$ cat src/rtl/serial_pkg.sv
// serial_pkg: shared state encoding and framing constants for the one-bit-per-clock serial link.
package serial_pkg;
  typedef enum logic [2:0] {IDLE, START, DATA, PARITY, STOP} state_t;
  localparam logic START_BIT = 1'b0;
  localparam logic STOP_BIT = 1'b1;
  localparam int DATA_W = 8;
endpackage

$ cat src/rtl/serial_tx.sv
// serial_tx: framed byte transmitter (start, 8 data LSB-first, parity, stop bits), one bit per clock.
module serial_tx
  import serial_pkg::*;
#(
  parameter logic PARITY_ODD = 1'b1,
  parameter int STOP_BITS = 1
) (
  input  logic              clk,
  input  logic              areset_n,
  input  logic              in_valid,
  input  logic [DATA_W-1:0] in_data,
  output logic              in_ready,
  output logic              out,
  output logic              busy,
  output logic              frame_done
);
  localparam logic LAST_STOP = 1'(STOP_BITS - 1);
  state_t r_state;
  logic [2:0] r_cnt;
  logic [DATA_W-1:0] r_shreg;
  logic r_par, r_stop_cnt, r_out, r_busy, r_done;
  logic w_last_stop, w_xfer;
  assign w_last_stop = r_stop_cnt == LAST_STOP;
  assign in_ready = r_state == IDLE || (r_state == STOP && w_last_stop);
  assign w_xfer = in_valid && in_ready;
  assign out = r_out;
  assign busy = r_busy;
  assign frame_done = r_done;
  // out/busy/frame_done are loaded with the value for the state being entered, so they are pure flops
  always_ff @(posedge clk or negedge areset_n) begin
    if (!areset_n) begin
      r_state <= IDLE;
      r_cnt <= '0;
      r_shreg <= '0;
      r_par <= 1'b0;
      r_stop_cnt <= 1'b0;
      r_out <= STOP_BIT;
      r_busy <= 1'b0;
      r_done <= 1'b0;
    end else begin
      r_done <= 1'b0;
      case (r_state)
        IDLE: if (w_xfer) begin
          r_state <= START;
          r_shreg <= in_data;
          r_par <= ^in_data ^ PARITY_ODD;
          r_out <= START_BIT;
          r_busy <= 1'b1;
        end
        START: begin
          r_state <= DATA;
          r_cnt <= '0;
          r_out <= r_shreg[0];
          r_shreg <= r_shreg >> 1;
        end
        DATA: if (r_cnt == 3'd7) begin
          r_state <= PARITY;
          r_cnt <= '0;
          r_out <= r_par;
        end else begin
          r_cnt <= r_cnt + 3'd1;
          r_out <= r_shreg[0];
          r_shreg <= r_shreg >> 1;
        end
        PARITY: begin
          r_state <= STOP;
          r_stop_cnt <= 1'b0;
          r_out <= STOP_BIT;
          r_done <= LAST_STOP == 1'b0;
        end
        STOP: if (!w_last_stop) begin
          r_stop_cnt <= r_stop_cnt + 1'b1;
          r_done <= 1'b1;
        end else if (w_xfer) begin
          r_state <= START;
          r_stop_cnt <= 1'b0;
          r_shreg <= in_data;
          r_par <= ^in_data ^ PARITY_ODD;
          r_out <= START_BIT;
        end else begin
          r_state <= IDLE;
          r_stop_cnt <= 1'b0;
          r_busy <= 1'b0;
        end
        default: begin
          r_state <= IDLE;
          r_out <= STOP_BIT;
          r_busy <= 1'b0;
        end
      endcase
    end
  end
endmodule

$ cat config.mk
export PLATFORM = sky130hd
export DESIGN_NAME = serial_tx
export DESIGN_NICKNAME = d
export VERILOG_FILES = /design/src/rtl/serial_pkg.sv /design/src/rtl/serial_tx.sv
export SDC_FILE = /design/constraint.sdc
export NUM_CORES = 1
export LEC_CHECK = 0
export ABC_AREA = 1
export CAP_MARGIN = 5
export CORE_MARGIN = 2
export CORE_UTILIZATION = 50
export DETAILED_ROUTE_END_ITERATION = 12
export PLACE_DENSITY = 0.74
export SETUP_SLACK_MARGIN = 0.2
export SLEW_MARGIN = 5
export SYNTH_ARGS = -nofsm -noshare
export SYNTH_HDL_FRONTEND = slang
export SYNTH_SLANG_ARGS = --single-unit
$ cat constraint.sdc
create_clock -name clk -period 2 [get_ports clk]
set_input_delay 0.4 -clock clk [delete_from_list [all_inputs] [get_ports clk]]
set_output_delay 0.4 -clock clk [all_outputs]
set_load 0.03 [all_outputs]
### Word-level counts from Yosys, hierarchy flattened

Cells that the tools add are included.

* bits in latches: 0
* output and inout port bits: 4
* bits in read-only memories: 0
* input bits: 11
* register bits: 19
* memories kept: 0
* RAM bits: 0
* word-level logic and storage cells: 63

* equality and inequality tests: 10
* order comparisons: 0
* $add $sub $neg: 2
* divide/modulo/power cells: 0
* shifts and indexed selects: 0
* reduce and logical (&&, ||, !) cells: 14
* $mul: 0
* bitwise logic cells: 3
* mux-type cells: 26

Operators by type and width (count)
* $pmux W8 S4: 1
* $mux W8: 3
* $pmux W3 S5: 1
* $mux W3: 4
* $mux W1: 11
* $ne A2 B2 Y1 const B: 5
* $reduce_xor A8 Y1: 1
* $eq A3 B2 Y1 const B: 2
* $eq A3 B3 Y1 const B: 2
* $pmux W1 S2: 3
* $pmux W3 S2: 1
* $reduce_and A3 Y1: 2
* $reduce_bool A2 Y1: 3
* $pmux W1 S4: 1
* $reduce_and A4 Y1: 1
* $reduce_bool A4 Y1: 1
* $add A3 B1 Y3 const B: 1
* $eq A3 B1 Y1 const B: 1
* $logic_not A3 Y1: 1
* $not A1 Y1: 3
* $pmux W1 S3: 1
* $reduce_or A3 Y1: 1
* $logic_and A1 B1 Y1: 2
* $reduce_and A2 Y1: 1
* other kinds (2): 2

### Longest topological paths before layout

Gate-level depths: netlist of the first run.

* word-level depth: 7
* mapped depth: 9
* gate-level depth less buffers: 9

### Worst setup path after synthesis of the first run

Ideal clock, no wire load.

* path kind: register -> register
* start: register r_state[0]
* end: register r_shreg[7]
* setup time: 134 ps
* data required time: 1866 ps
* arrival: 1218 ps
* cell stages (with the launch flop): 7
* path buffers: 0
* path slack: 648 ps
* clock period less this slack: 1352 ps
* cells stage by stage: dfrtp_1 nor2_2 nand2_2 clkinv_2 o22ai_4 nand2_1 o21ai_0

* longest elaborated chain between the ends: 7
* elaborated cells between the ends (all ways): 14
* classes of those cells: eq/ne (5); mux (3); reduce/logical (6)

Ends and longest elaborated chain
* start, declared: line serial_tx.sv:18 `state_t r_state;`
* start signal, assigned: line serial_tx.sv:32 `r_state <= IDLE;`
* start signal, assigned: line serial_tx.sv:44 `r_state <= START;`
* start signal, assigned: line serial_tx.sv:51 `r_state <= DATA;`
* $eq A3 B3 Y1: line serial_tx.sv:24 `assign in_ready = r_state == IDLE || (r_state == STOP && w_last_stop);`
* $logic_and A1 B1 Y1: line serial_tx.sv:24
* $logic_or A1 B1 Y1 (*): line serial_tx.sv:24
* net in_ready: line serial_tx.sv:12 `output logic in_ready,`
* $logic_and A1 B1 Y1 (*): line serial_tx.sv:25 `assign w_xfer = in_valid && in_ready;`
* $mux W8 (*)
* $mux W8
* $pmux W8 S4 (*): line serial_tx.sv:42 `case (r_state)`
* end signal, assigned: line serial_tx.sv:45 `r_shreg <= in_data;`
* end signal, assigned: line serial_tx.sv:54 `r_shreg <= r_shreg >> 1;`
* end signal, assigned: line serial_tx.sv:63 `r_shreg <= r_shreg >> 1;`
* end, declared: line serial_tx.sv:20 `logic [DATA_W-1:0] r_shreg;`

The timed path passes the listed nets; every way through them passes the cells marked *. The select of a mux whose other input is x is not followed.
A chain may end at the register's enable or synchronous reset.

### Final worst setup path of the first run

* start: register r_busy (netlist: busy)
* end: output port busy

RTL lines
* start, declared: line serial_tx.sv:21 `logic r_par, r_stop_cnt, r_out, r_busy, r_done;`
* start signal, assigned: line serial_tx.sv:38 `r_busy <= 1'b0;`
* start signal, assigned: line serial_tx.sv:48 `r_busy <= 1'b1;`
* start signal, assigned: line serial_tx.sv:83 `r_busy <= 1'b0;`
* end, declared: line serial_tx.sv:14 `output logic busy,`

No word-level cell between the ends.

==> out/qor.yml, run 1 <==
routing:
  wl_met1_um: 971
  wl_met2_um: 945
  highest_layer: "met4"
  drtPass1Iterations: 5
  wl_met3_um: 57
  wl_per_cell_um: 10.56
  wirelength_um: 1996
  drcViolationCount: 0
  final_antenna_net_count: 0
  drt-initial-drc-count: 31
  via_count: 915
  via_per_inst: 4.841
placement:
  dp_hpwl_um: 1583
  gp_congestion: 0.8266
  pre_cts_ws_ns: 0.2889
  portBuffers: 14
final_layout:
  multiInputGateArea_um2: 528.0
  final_net_count: 177
  regArea_um2: 451.7
  antenna_cells: 0
  syn2layout_area_growth_pct: 18.65
  fill_cells: 192
  drive_gt1_share_pct: 10.49
  post-route-util_pct: 63.63
worst_setup_path:
  max_stage_delay_ns: 0.67
  critical_path.slowest_cell: "clkdlybuf4s50_1"
  cp_max_fo: 2
  crit_arrival_ns: 1.33
  r2r_slack_ns: 0.53
  critical_path.startpoint_type: "flip-flop"
  cp-end-kind: "output pin"
  crit_buf_inv: 1
  cp.required_ns: 1.60
  path_class: "flip-flop to output pin"
  path_delay_family: "buffers and inverters"
  crit_chain: "clkdlybuf4s50_1"
pwr:
  switching_share_pct: 46.08
  finalPower_mw: 1.856
  combPwrFrac_pct: 52.2
  vdd_drop_max_uv: 783.5
  p_clk_share_pct: 12.3
  powerDensity_nw_per_um2: 1457
  p_sw_mw: 0.8551
  power.leakage_nw: 0.6913
  power.internal_mw: 1.000
  p_seq_share_pct: 35.5
synth:
  yosysTopAreaCell: "dfrtp_1"
  synthArstFlopShare_pct: 100.0
  synth_cells: 144
  synth_fp_nets: 158
  synth_edf_count: 0
  syn_avg_cell_area_um2: 7.455
  synth-seq-cells: 18
  yosys_most_used_dff: "dfrtp_1"
  ys_seq_area_share_pct: 42.07
  ys_types: 28
  synth_top_area_share_pct: 39.63
  syn-cell-area_um2: 1074
  yosysWarnings: 0
  synth_area_leaders: "dfrtp_1, nand2_1, inv_1, ha_1, o21ai_1"
global_routing:
  grt_pass1_wl_um: 3539
  grt_overflow: 0
  grt_max_degree: 19
  grt_pass1_vias: 856
  grt_antenna_before_repair: 0
  track_usage_pct: 18.33
timing:
  fin_crit_sh_pct: 86.41
  fmaxAchievable_mhz: 578.6
  tightest_slew_ns: 0.3603
  final_hold_viol_count: 0
  final_max_slew_viol_count: 0
  finClkSkew_ns: 0.002844
  fin_hold_ws_ns: 0.4245
  slew_headroom_pct: 75.98
  fin_crit_ns: 1.728
  timing.final.ws_setup_ns: 0.2718
  rsz0062_at_grt: "false"
  setup_viol: 0
  fin_tns_setup_ns: 0
clocking:
  path_clk_slew_ns: 0.11
  postCtsSetupBuffers: 0
  root_buffer: "clkbuf_4"
  htreeDepth: 1
  clk_latency_ns: 0.30
  cts_tree: "built"
  clock_path_buffers: 2
  cts_sinks: 18
  numCtsBuffers: 3
floorplanning:
  design.portCount: 15
  rows: 16
  dieArea_um2: 2534
  die_h_um: 50.34
  initial_core_util_pct: 53.63
  die_width_um: 50.34
  core_area_um2: 2002
run:
  cap_violations: 0
min_path:
  min_path_type: "input pin to asynchronous set/reset pin"
outcome:
  outcome: "complete, no violations"
==> worst paths after layout <==
path,startpoint,endpoint,depth (start not counted)
min reg2reg,r_shreg[6]$_DFFE_PN0P_,r_shreg[6]$_DFFE_PN0P_,2
max reg2reg,r_cnt[0]$_DFFE_PN0N_,r_shreg[6]$_DFFE_PN0P_,7
min in group clk,r_shreg[6]$_DFFE_PN0P_,r_shreg[6]$_DFFE_PN0P_,2
min,areset_n,r_state[1]$_DFFE_PN0P_,2
max,busy$_DFFE_PN0P_,busy,1
max in group asynchronous,areset_n,out$_DFFE_PN1P_,2
==> synthesized netlist by cell type (2+ instances only) <==
library cell and count:
dfrtp_1 17, ha_1 3, inv_1 17, inv_2 2
nand2_1 63, nand3_1 4, nor2_1 7, nor3_1 2
o21ai_0 2, o21ai_1 7, xnor2_1 2, xor2_1 2
==> cell type report <==
type,instances,area share (%)
clock buffers,4,2.849
inverters,21,6.483
repair buffers,15,11.10
multi-input cells,104,41.45
flip-flops and latches,18,35.46
well taps,27,2.652
==> power groups by stage <==
stage | combinational (mW) | clock [mW] | sequential (mW)
after global routing | 1.09 | 0.254 | 0.682
final | 0.969 | 0.229 | 0.658
after CTS | 0.981 | 0.233 | 0.659
after detailed placement | 0.993 | 0 | 0.668
after global placement | 0.965 | 0 | 0.660
after floorplan | 0.723 | 0 | 0.704
==> per-layer routing <==
metal,vias to the layer above,track usage [%]
met4,0,6.757
met5,-,0
met1,411,23.30
met3,3,3.571
met2,16,30.92
li1,485,-
==> repair_timing <==
action / in CTS / in global routing
endpoints found under the setup margin: 2 / 1
resized for setup: 2 / 2
hold buffers: 0 / 0
==> sequential cells by signal (all words and copies together) (netlist names) <==
register,cells
r_shreg,8
out,1
r_par,1
r_cnt,3
busy,1
frame_done,1
r_state,3
==> logic make-up (layout without fill, tap and decap cells) <==
| family | after synthesis | count (layout) | synth area share [%] |
|---|---|---|---|
| flip-flops | 18 | 18 | 42.08 |
| adder cells (fa/ha/maj) | 4 | 4 | 4.429 |
| AO/OA/AOI/OAI | 15 | 15 | 9.441 |
| buffers and inverters | 22 | 40 | 8.741 |
| AND/OR/NAND/NOR | 81 | 81 | 32.05 |
| XOR/XNOR | 4 | 4 | 3.264 |
==> cells in the final DEF, fill, tap and decap left out, types with 2 or more instances in the layout <==
master           count
nor3_1               2
nor2_1               7
o21ai_1              7
xor2_1               2
inv_2                2
ha_1                 3
inv_1               17
clkbuf_4             3
nand3_1              4
o21ai_0              2
xnor2_1              2
clkdlybuf4s50_1     12
dfrtp_1             17
nand2_1             63
==> per-stage QoR <==
stage | instance area [um2] | cells
floorplan | 1074 | 144
global route | 1274 | 189
CTS | 1277 | 189
global placement | 1244 | 185
detailed placement | 1244 | 185
finish | 1274 | 189
(Power assumes the default switching activity.)
==> run 2, diff against run 1 <==
--- a/config.mk
+++ b/config.mk
@@ -7,7 +7,6 @@
 export LEC_CHECK = 0
 export ABC_AREA = 1
 export CAP_MARGIN = 5
-export CORE_MARGIN = 2
 export CORE_UTILIZATION = 50
 export DETAILED_ROUTE_END_ITERATION = 12
 export PLACE_DENSITY = 0.74
==> run 2 against run 1 <==
Against the previous run: clock skew increased by 0.0013 ns; global-route usage increased by 3.0 points; first-iteration DRC count decreased by 87%; critical path depth unchanged; non-clock buffer count unchanged; fmax decreased by 0.38%; count of clock-buffer cells in the layout unchanged; power increased by 0.81%; critical endpoint unchanged; via count increased by 0.77%.
==> out/qor.yml, run 2 (same netlist as run 1, synthesis figures left out) <==
outcome:
  outcome: "complete, no violations"
floorplanning:
  rows: 16  # unchanged
  dieArea_um2: 2336  # -7.8%
  initial_core_util_pct: 54.17  # +0.54 points
  core_area_um2: 1982  # -1.0%
  die_h_um: 48.34  # -4.0%
  die_width_um: 48.34  # -4.0%
  design.portCount: 15  # unchanged
min_path:
  min_path_type: "input pin to asynchronous set/reset pin"
worst_setup_path:
  cp_max_fo: 2  # unchanged
  max_stage_delay_ns: 0.67  # about the same
  crit_arrival_ns: 1.33  # about the same
  cp-end-kind: "output pin"
  path_class: "flip-flop to output pin"
  crit_buf_inv: 1  # unchanged
  worstRegToRegCells: 7  # unchanged
  critical_path.startpoint_type: "flip-flop"
  crit_chain: "clkdlybuf4s50_1"
  cp.depth: 1  # unchanged
  path_delay_family: "buffers and inverters"
  critical_path.slowest_cell: "clkdlybuf4s50_1"
  cp.required_ns: 1.60  # about the same
clocking:
  htreeDepth: 1  # unchanged
  root_buffer: "clkbuf_4"
  clock_path_buffers: 2  # unchanged
  postCtsHoldBufs: 0  # unchanged
  postCtsSetupBuffers: 0  # unchanged
  numCtsBuffers: 3  # unchanged
  clk_latency_ns: 0.30  # about the same
  path_clk_slew_ns: 0.11  # about the same
  cts_sinks: 18  # unchanged
  cts_tree: "built"
timing:
  setup_viol: 0  # unchanged
  fmaxAchievable_mhz: 576.4  # -0.38%
  fin_tns_setup_ns: 0  # unchanged
  slew_headroom_pct: 66.70  # -9.3 points
  rsz0062_at_grt: "false"
  fin_crit_ns: 1.735  # +0.006624 ns
  tightest_slew_ns: 0.4980  # +0.1377 ns
  fin_hold_ws_ns: 0.4175  # -0.006946 ns
  finClkSkew_ns: 0.004095  # +0.001251 ns
  final_max_slew_viol_count: 0  # unchanged
  final_hold_viol_count: 0  # unchanged
  fin_crit_sh_pct: 86.74  # +0.33 points
global_routing:
  track_usage_pct: 21.37  # +3.0 points
  grt_max_degree: 19  # unchanged
  grt_overflow: 0  # unchanged
  grt_pass1_vias: 889  # +3.9%
  grt_antenna_before_repair: 0  # unchanged
  grt_pass1_wl_um: 3884  # +9.7%
routing:
  via_per_inst: 4.878  # +0.77%
  via_count: 922  # +0.77%
  wl_per_cell_um: 11.31  # +7.1%
  drtPass1Iterations: 4  # -1
  drcViolationCount: 0  # unchanged
  final_antenna_net_count: 0  # unchanged
  drt-initial-drc-count: 4  # -87%
  wirelength_um: 2137  # +7.1%
final_layout:
  final_net_count: 177  # unchanged
  largest_reg_flops: 8  # unchanged
  fill_cells: 167  # -13%
  top_regs: "r_shreg (8), r_cnt (3), r_state (3)"
  syn2layout_area_growth_pct: 18.65  # unchanged
  antenna_cells: 0  # unchanged
  largest-register: "r_shreg"
  post-route-util_pct: 64.27  # +0.64 points
  layout_common_cells: "nand2_1, inv_1, dfrtp_1"
  drive_gt1_share_pct: 10.49  # unchanged
  multiInputGateArea_um2: 528.0  # unchanged
  regArea_um2: 451.7  # unchanged
  layout_commonest_cell: "nand2_1"
placement:
  portBuffers: 14  # unchanged
  dp_hpwl_um: 1710  # +8.0%
  gp_congestion: 0.7651  # -7.4%
pwr:
  powerDensity_nw_per_um2: 1469  # +0.81%
  power.leakage_nw: 0.6913  # unchanged
  vdd_drop_max_uv: 677.4  # -14%
run:
  cap_violations: 0  # unchanged
[run 2: timing repair]
item / 4_1_cts / 5_1_grt
gates resized for setup: 2 / 2
setup endpoints to repair: 2 / 1
endpoints found under the hold margin: 0 / 0
[run 2: report_power, final]
part | switching [mW] | internal (mW)
Clock | 0.122 | 0.111
Combinational | 0.629 | 0.342
Sequential | 0.119 | 0.547
Total | 0.870 | 1.00
[run 2: per-stage QoR]
stage               setup WS, ns  instance area (um2)  power (mW)  instances
finish                    0.2652                 1274       1.871        189
global route              0.2314                 1274       2.046        189
CTS                       0.1894                 1277       1.896        189
detailed placement        0.2519                 1244       1.680        185
global placement          0.3010                 1244       1.627        185
floorplan                 0.6482                 1074       1.427        144
[run 2: path summary, 6_finish.rpt]
| path | slack, ns | end | from |
|---|---|---|---|
| setup / recovery | 0.27 | busy | busy$_DFFE_PN0P_ |
| hold / removal | 0.42 | busy$_DFFE_PN0P_ | areset_n |
| setup reg to reg | 0.54 | r_shreg[4]$_DFFE_PN0P_ | r_cnt[0]$_DFFE_PN0N_ |
| max in group asynchronous | 1.07 | r_shreg[3]$_DFFE_PN0P_ | areset_n |
| hold reg to reg | 0.49 | r_shreg[3]$_DFFE_PN0P_ | r_shreg[3]$_DFFE_PN0P_ |
| min in group clk | 0.49 | r_shreg[3]$_DFFE_PN0P_ | r_shreg[3]$_DFFE_PN0P_ |
[run 2: area by class of cell]
cell class                 count  share of cell area (%)
clock buffer                   4                   2.849
inverter                      21                   6.483
multi-input combinational    104                   41.45
sequential                    18                   35.46
tap                           27                   2.652
timing repair buffer          15                   11.10
[run 2: layer usage]
| layer | vias up | share of wire (%) | global-route usage (%) |
|---|---|---|---|
| li1 | 482 | - | - |
| met1 | 421 | 48 | 27.51 |
| met2 | 14 | 48 | 36.15 |
| met3 | 5 | 1.8 | 2.830 |
| met4 | 0 | 2.0 | 8.824 |
| met5 | - | 0 | 0 |
==> run 3, diff against run 2 <==
--- a/config.mk
+++ b/config.mk
@@ -9,7 +9,7 @@
 export CAP_MARGIN = 5
 export CORE_UTILIZATION = 50
 export DETAILED_ROUTE_END_ITERATION = 12
-export PLACE_DENSITY = 0.74
+export PLACE_DENSITY_LB_ADDON = 0.3
 export SETUP_SLACK_MARGIN = 0.2
 export SLEW_MARGIN = 5
 export SYNTH_ARGS = -nofsm -noshare
==> run 3 against run 2 <==
Against the previous run: critical path type unchanged; critical path depth unchanged; highest routed layer unchanged; flip-flop and latch count unchanged; largest cell class unchanged; sequential power shrank 1%; critical endpoint unchanged; cell area increased by 0.39%.
==> out/qor.yml, run 3 (same netlist as run 1, synthesis figures left out) <==
outcome:
  outcome: "complete, no violations"
global_routing:
  grt_pass1_vias: 890  # +0.11%
  grt_pass1_wl_um: 3560  # -8.3%
  grt_overflow: 0  # unchanged
  grt_max_degree: 19  # unchanged
  track_usage_pct: 19.43  # -1.9 points
  grt_antenna_before_repair: 0  # unchanged
clocking:
  postCtsHoldBufs: 0  # unchanged
  clock_path_buffers: 2  # unchanged
  cts_sinks: 18  # unchanged
  clk_latency_ns: 0.29  # about the same
  root_buffer: "clkbuf_4"
  numCtsBuffers: 3  # unchanged
  path_clk_slew_ns: 0.10  # about the same
  postCtsSetupBuffers: 0  # unchanged
  cts_tree: "built"
  htreeDepth: 1  # unchanged
  cts_resized: 2  # unchanged
timing:
  fin_hold_ws_ns: 0.4300  # +0.01246 ns
  fmaxAchievable_mhz: 577.9  # +0.26%
  rsz0062_at_grt: "false"
  final_max_slew_viol_count: 0  # unchanged
  fin_crit_sh_pct: 86.52  # -0.23 points
  final_hold_viol_count: 0  # unchanged
  timing.final.ws_setup_ns: 0.2697  # +0.004501 ns
  finClkSkew_ns: 0.001242  # -0.002854 ns
  setup_viol: 0  # unchanged
  fin_crit_ns: 1.730  # -0.004501 ns
  slew_headroom_pct: 67.20  # +0.51 points
  tightest_slew_ns: 0.4904  # -0.007565 ns
  fin_tns_setup_ns: 0  # unchanged
placement:
  gp_congestion: 0.8001  # +4.6%
  portBuffers: 14  # unchanged
  pre_cts_ws_ns: 0.2980  # +0.04617 ns
  dp_hpwl_um: 1595  # -6.7%
final_layout:
  syn2layout_area_growth_pct: 19.11
  multiInputGateArea_um2: 528.0  # unchanged
  fill_cells: 181  # +8.4%
  layout_commonest_cell: "nand2_1"
  layout_common_cells: "nand2_1, inv_1, dfrtp_1"
  top_regs: "r_shreg (8), r_cnt (3), r_state (3)"
  final_net_count: 177  # unchanged
  largest-register: "r_shreg"
  antenna_cells: 0  # unchanged
  regArea_um2: 451.7  # unchanged
  largest_reg_flops: 8  # unchanged
  post-route-util_pct: 64.52  # +0.25 points
  drive_gt1_share_pct: 9.877  # -0.62 points
worst_setup_path:
  path_delay_family: "buffers and inverters"
  reg2reg_from: "r_cnt[0]$_DFFE_PN0N_"
  crit_chain: "clkdlybuf4s50_1"
  path_class: "flip-flop to output pin"
  crit_arrival_ns: 1.33  # about the same
  cp_max_fo: 2  # unchanged
  r2r_slack_ns: 0.50  # -0.04 ns
  crit_buf_inv: 1  # unchanged
  worstRegToRegCells: 7  # unchanged
  rr_endpoint: "r_shreg[0]$_DFFE_PN0P_"
  cp-end-kind: "output pin"
  critical_path.slowest_cell: "clkdlybuf4s50_1"
  critical_path.startpoint_type: "flip-flop"
  cp.required_ns: 1.60  # about the same
  max_stage_delay_ns: 0.67  # about the same
floorplanning:
  initial_core_util_pct: 54.17  # unchanged
  dieArea_um2: 2336  # unchanged
  design.portCount: 15  # unchanged
  die_h_um: 48.34  # unchanged
  die_width_um: 48.34  # unchanged
  rows: 16  # unchanged
  core_area_um2: 1982  # unchanged
routing:
  drcViolationCount: 0  # unchanged
  via_count: 929  # +0.76%
  via_per_inst: 4.915  # +0.76%
  wirelength_um: 2011  # -5.9%
  wl_per_cell_um: 10.64  # -5.9%
  drtPass1Iterations: 4  # unchanged
  drt-initial-drc-count: 19  # +15
  final_antenna_net_count: 0  # unchanged
pwr:
  vdd_drop_max_uv: 856.5  # +26%
  power.leakage_nw: 0.6916  # about the same
  powerDensity_nw_per_um2: 1455  # -0.95%
run:
  cap_violations: 0  # unchanged
min_path:
  min_path_type: "input pin to asynchronous set/reset pin"
[run 3: stage by stage]
step           power, mW  instances  area, um2
5_1_grt            2.019        189       1279
3_3_place_gp       1.622        185       1244
2_1_floorplan      1.427        144       1074
6_report           1.860        189       1279
3_5_place_dp       1.667        185       1244
4_1_cts            1.876        189       1277
[run 3: power breakdown]
part           internal, mW  switching (mW)
Combinational         0.349           0.630
Sequential            0.547           0.110
Clock                 0.111           0.113
Total                  1.01           0.853
[run 3: layout make-up]
cell class,count,area share [%]
Sequential cell,18,35.32
Timing Repair Buffer,15,11.45
Tap cell,27,2.642
Multi-Input combinational cell,104,41.29
Clock buffer,4,2.838
Inverter,21,6.458
[run 3: worst max path at each step]
stage / startpoint / end / cells past startpoint
floorplan: r_state[0]$_DFFE_PN0P_ / r_shreg[7]$_DFFE_PN0P_ / 6
global placement: r_state[0]$_DFFE_PN0P_ / in_ready / 2
detailed placement: r_state[0]$_DFFE_PN0P_ / in_ready / 2
CTS: r_state[0]$_DFFE_PN0P_ / in_ready / 2
global route: r_state[0]$_DFFE_PN0P_ / in_ready / 2
finish: busy$_DFFE_PN0P_ / busy / 1
[run 3: routing by layer]
| metal | vias up | share of wire [%] | wire length (um) | track usage [%] |
|---|---|---|---|---|
| met5 | - | 0 | 0 | 0 |
| met4 | 0 | 0.75 | 15 | 7.353 |
| met3 | 2 | 3.2 | 65 | 3.774 |
| met2 | 12 | 52 | 1038 | 35.21 |
| met1 | 430 | 44 | 892 | 22.56 |
| li1 | 485 | - | - | - |
